$ cat src/rtl/channel_link_tx_buf.sv
// channel_link_tx_buf: FIFO-buffered DAQ channel-link transmitter draining words while LINK_RDY,
// with delayed DATAAVAIL, sticky overflow flag and end-word frame counter.
module channel_link_tx_buf #(
    parameter int DW      = 16,
    parameter int DEPTH   = 16,
    parameter int DAV_DLY = 1,
    parameter int CNT_W   = 16
) (
    input  logic                     CLK,
    input  logic                     RST,
    input  logic [DW-1:0]            FRAME_DATA,
    input  logic                     DVALID,
    input  logic                     LAST_WRD,
    input  logic                     OVLP_MUX,
    input  logic                     MLT_OVLP,
    input  logic                     L1A_MATCH,
    input  logic                     LINK_RDY,
    output logic [DW-1:0]            DATAOUT,
    output logic                     MB_FIFO_PUSH_B,
    output logic                     ENDWORD,
    output logic                     OVLPMUX,
    output logic                     MOVLP,
    output logic                     DATAAVAIL,
    output logic                     FIFO_FULL,
    output logic [$clog2(DEPTH):0]   LEVEL,
    output logic                     OVERFLOW,
    output logic [CNT_W-1:0]         FRAME_CNT
);
    localparam int AW = $clog2(DEPTH);

    logic [DW+2:0]      mem [DEPTH];
    logic [AW-1:0]      wp, rp;
    logic [DAV_DLY-1:0] dav_sr;
    logic               pop, wr;
    logic [AW:0]        level_nxt;
    logic [DW+2:0]      ent;

    // Pop looks only at registered occupancy, so a word needs one edge in the FIFO before it can leave.
    always_comb begin
        pop       = (LEVEL != '0) && LINK_RDY;
        wr        = DVALID && (!FIFO_FULL || pop);
        level_nxt = (wr && !pop) ? LEVEL + 1'b1 : (pop && !wr) ? LEVEL - 1'b1 : LEVEL;
        ent       = mem[rp];
    end

    always_ff @(posedge CLK)
        if (wr) mem[wp] <= {MLT_OVLP, OVLP_MUX, LAST_WRD, FRAME_DATA};

    always_ff @(posedge CLK or posedge RST) begin
        if (RST) begin
            wp             <= '0;
            rp             <= '0;
            LEVEL          <= '0;
            FIFO_FULL      <= 1'b0;
            OVERFLOW       <= 1'b0;
            dav_sr         <= '0;
            MB_FIFO_PUSH_B <= 1'b1;
            ENDWORD        <= 1'b0;
            DATAOUT        <= '0;
            OVLPMUX        <= 1'b0;
            MOVLP          <= 1'b0;
            FRAME_CNT      <= '0;
        end else begin
            if (wr) wp <= wp + 1'b1;
            if (pop) rp <= rp + 1'b1;
            LEVEL          <= level_nxt;
            FIFO_FULL      <= level_nxt == (AW+1)'(DEPTH);
            if (DVALID && !wr) OVERFLOW <= 1'b1;
            dav_sr         <= (dav_sr << 1) | DAV_DLY'(L1A_MATCH);
            MB_FIFO_PUSH_B <= !pop;
            ENDWORD        <= pop && ent[DW];
            if (pop) begin
                DATAOUT   <= ent[DW-1:0];
                OVLPMUX   <= ent[DW+1];
                MOVLP     <= ent[DW+2];
                FRAME_CNT <= FRAME_CNT + CNT_W'(ent[DW]);
            end
        end
    end

    assign DATAAVAIL = dav_sr[DAV_DLY-1];
endmodule

$ cat config.mk
export PLATFORM = sky130hd
export DESIGN_NAME = channel_link_tx_buf
export DESIGN_NICKNAME = d
export VERILOG_FILES = /design/src/rtl/channel_link_tx_buf.sv
export SDC_FILE = /design/constraint.sdc
export NUM_CORES = 1
export LEC_CHECK = 0
export CAP_MARGIN = 0
export CORE_ASPECT_RATIO = 1.25
export CORE_UTILIZATION = 60
export CTS_CLUSTER_SIZE = 8
export DETAILED_ROUTE_END_ITERATION = 7
export PLACE_DENSITY = 0.76
export RECOVER_POWER = 100
export SYNTH_ARGS = -nofsm -noshare
export SYNTH_HDL_FRONTEND = slang
export SYNTH_SLANG_ARGS = --single-unit
$ cat constraint.sdc
create_clock -name CLK -period 8.5 [get_ports CLK]
set_clock_uncertainty 0.05 [all_clocks]
set_input_delay 1.7 -clock CLK [delete_from_list [all_inputs] [get_ports CLK]]
set_output_delay 1.7 -clock CLK [all_outputs]
set_load 0.01 [all_outputs]
==> impl_metrics.py <==
metrics = {
    "floorplan": {
        "ioPinCount": 68,
        "fp.dieArea_sq_um": 23600,
        "initial_core_util": 0.616,
        "core-area_sq_um": 22400,
        "die_w_microns": 138,
        "die_h_microns": 172,
        "rows": 61,
    },
    "detailed_routing": {
        "routedWlPerCell_microns": 28.7,
        "drt-total-wl_mm": 31.5,
        "drc": 0,
        "via_count": 7068,
        "viasPerCell": 6.45,
        "first_pass_iters": 5,
        "drtIter0Drc": 668,
        "ant_nets": 0,
    },
    "clocking": {
        "ctsResizeCount": 0,
        "cts_buffers": 50,
        "cts_setup_buffers": 0,
        "cts_tree": "done",
        "clk_latency_ps": 540,
        "clk_pin_slew_ps": 50,
        "ctsLongestPathBuffers": 3,
        "htree_levels": 2,
        "clkSinkCount": 356,
        "hold_buffers": 0,
        "clock-root-buffer": "clkbuf_16",
    },
    "status": {
        "violations": "capacitance limit, slew limit",
        "status": "complete, but fails checks",
    },
    "layout": {
        "area_growth_pct": 17.4,
        "multi_input_area_sq_um": 3230,
        "fill_cells": 1285,
        "final-seq-area_sq_um": 10400,
        "finalNetCount": 806,
        "drive_above_1_share": 0.176,
        "diodes": 0,
    },
    "synthesis": {
        "synth_ff_type": "edfxtp_1",
        "async_flop_share": 0.146,
        "syn-num-nets": 709,
        "ys_seq_area_frac": 0.755,
        "syn_avg_cell_area_sq_um": 20.5,
        "synth_edf_count": 304,
        "syn-cell-area_sq_um": 13800,
        "syn_inst": 675,
        "yosys_warnings": 0,
        "ys_types": 41,
        "synth-seq-cells": 356,
    },
    "global_route": {
        "grt_start_max_net_pins": 56,
        "grt_antenna_before_repair": 0,
        "grt_pass1_wl_mm": 46.6,
        "first_global_vias": 7387,
        "grt_overflow_total": 0,
        "grt_usage": 0.285,
    },
    "critical_path": {
        "worst_setup_path_start_kind": "flip-flop",
        "cp_max_fo": 33,
        "setup.worst_path.end_class": "flip-flop",
        "r2r_cells": 9,
        "crit_required_ps": 8900,
        "cp.arrival_ps": 6310,
        "crit_type": "reg -> reg",
        "rrSetupSlack_ps": 2600,
    },
    "sta": {
        "fin_crit_sh": 0.694,
        "rsz0062_at_grt": "false",
        "finalCriticalPeriod_ps": 5900,
        "setup_tns_ps": 0,
        "timing.fmax_ghz": 0.169,
        "tightest_slew_ps": 2840,
        "setup_viol": 0,
        "hold_ws_ps": 414,
        "drv_slew": 78,
        "finalHoldViolCount": 0,
        "slew_headroom": -0.896,
        "setup_ws_ps": 2600,
    },
    "pwr": {
        "p_per_area_nw_per_um2": 348,
        "ir_drop_mv": 0.220,
        "p_leak_nw": 5.65,
        "finalPower_mw": 5.64,
    },
    "place": {
        "post-place-ws_ps": 2970,
        "dpl.hpwl_mm": 18.8,
        "portBuffers": 67,
        "gp_congestion": 0.853,
    },
    "flow_run": {
        "drv_cap": 2,
    },
    "hold_path": {
        "worstHoldPathCells": 1,
        "hold_path_class": "reg -> reg",
    },
}
==> placed cells by master, fill, tap and decap left out, types with 4 or more instances in the layout <==
master,Yosys,layout
nand2_1,21,21
nor3_1,4,4
a21o_1,11,11
nand4_1,10,10
mux4_2,77,77
a21oi_1,8,9
o21ai_0,9,9
clkbuf_1,13,43
edfxtp_1,304,304
clkbuf_16,0,51
xnor2_1,14,14
ha_1,10,10
o22ai_1,11,11
xor2_1,8,8
and2_0,0,17
dlygate4sd3_1,0,66
mux2i_1,37,37
dfrtp_1,51,49
nor2_1,14,14
nand3_1,7,7
inv_1,7,7
==> layer usage <==
| layer | share of wire | global-route usage | wire length, microns | vias up |
|---|---|---|---|---|
| met5 | 0 | 0 | 0 | - |
| li1 | - | - | - | 2948 |
| met3 | 0.080 | 0.0669 | 2510 | 83 |
| met2 | 0.52 | 0.480 | 16400 | 364 |
| met1 | 0.36 | 0.357 | 11400 | 3673 |
| met4 | 0.037 | 0.118 | 1180 | 0 |
==> worst max-delay path, cell delays in order, from the launching register on <==
cell and delay [ps]:
dfrtp_1 1310, clkbuf_1 2090, mux4_2 590, mux4_2 290, ha_1 170, nand3_1 80
nor3_1 550, nand4_1 300, nor2_1 180, xor2_1 170
==> cell usage after synthesis (all sizes together) (2+ instances only) <==
library cell  number  area share
clkbuf            13      0.0035
inv                7      0.0019
a211oi             2      0.0011
edfxtp           304        0.66
nand4             10      0.0045
xor2               8      0.0051
and3               2     0.00091
buf               15      0.0053
a21oi             10      0.0042
nor2              14      0.0038
nand3              7      0.0025
a21o              11      0.0060
dfrtp             51       0.092
o22ai             11      0.0050
and2              17      0.0077
mux2i             37       0.027
nor3               4      0.0014
or3                2     0.00091
xnor2             14      0.0089
ha                10      0.0091
nor4bb             2      0.0014
mux4              77        0.13
nand2             21      0.0057
and4               3      0.0021
and3b              2      0.0013
o21ai              9      0.0033
==> report_power, final <==
| part | internal (mW) | total (mW) | switching [mW] | leakage, nW |
|---|---|---|---|---|
| sequential | 2.15 | 2.34 | 0.186 | 3.40 |
| combinational | 0.683 | 1.46 | 0.780 | 1.56 |
| clock | 1.15 | 1.84 | 0.688 | 0.694 |
==> flip-flops by register name (all words and copies together), names as in the netlist <==
name,flops
ENDWORD,1
FIFO_FULL,1
DATAAVAIL,1
mem,304
MB_FIFO_PUSH_B,1
FRAME_CNT,16
OVLPMUX,1
wp,4
MOVLP,1
rp,4
DATAOUT,16
LEVEL,5
OVERFLOW,1
==> cell type report <==
| cell class | count | share of cell area |
|---|---|---|
| Clock buffer | 91 | 0.0880 |
| Clock inverter | 2 | 0.00239 |
| Inverter | 8 | 0.00185 |
| Multi-Input combinational cell | 283 | 0.199 |
| Sequential cell | 356 | 0.643 |
| Tap cell | 283 | 0.0218 |
| Timing Repair Buffer | 73 | 0.0434 |
==> cell families after synthesis <==
kind of cell | Yosys count | synth area share
DFF | 356 | 0.755
buffers and inverters | 36 | 0.0110
muxes | 114 | 0.152
adders and majority gates | 10 | 0.00906
xor gates and xnor gates | 22 | 0.0139
AOI/OAI and AO/OA | 47 | 0.0220
and+or+nand+nor | 90 | 0.0365
==> path summary, 6_finish.rpt <==
check	endpoint	from
setup reg to reg	FRAME_CNT[15]$_DFFE_PP0P_	rp[0]$_DFFE_PP0P_
min in group asynchronous	DATAAVAIL$_DFF_PP0_	RST
max in group asynchronous	rp[2]$_DFFE_PP0P_	RST
hold reg to reg	OVERFLOW$_DFFE_PP0P_	OVERFLOW$_DFFE_PP0P_
setup / recovery	FRAME_CNT[15]$_DFFE_PP0P_	rp[0]$_DFFE_PP0P_
hold / removal	OVERFLOW$_DFFE_PP0P_	OVERFLOW$_DFFE_PP0P_
==> metrics by stage <==
stage | area [sq um] | util | instances
4_1_cts | 16200 | 0.723 | 1096
2_1_floorplan | 13800 | - | 675
5_1_grt | 16200 | 0.723 | 1096
6_report | 16200 | 0.723 | 1096
3_3_place_gp | 14800 | 0.658 | 1003
3_5_place_dp | 14800 | 0.658 | 1003
Power figures use the tool's default switching activity.
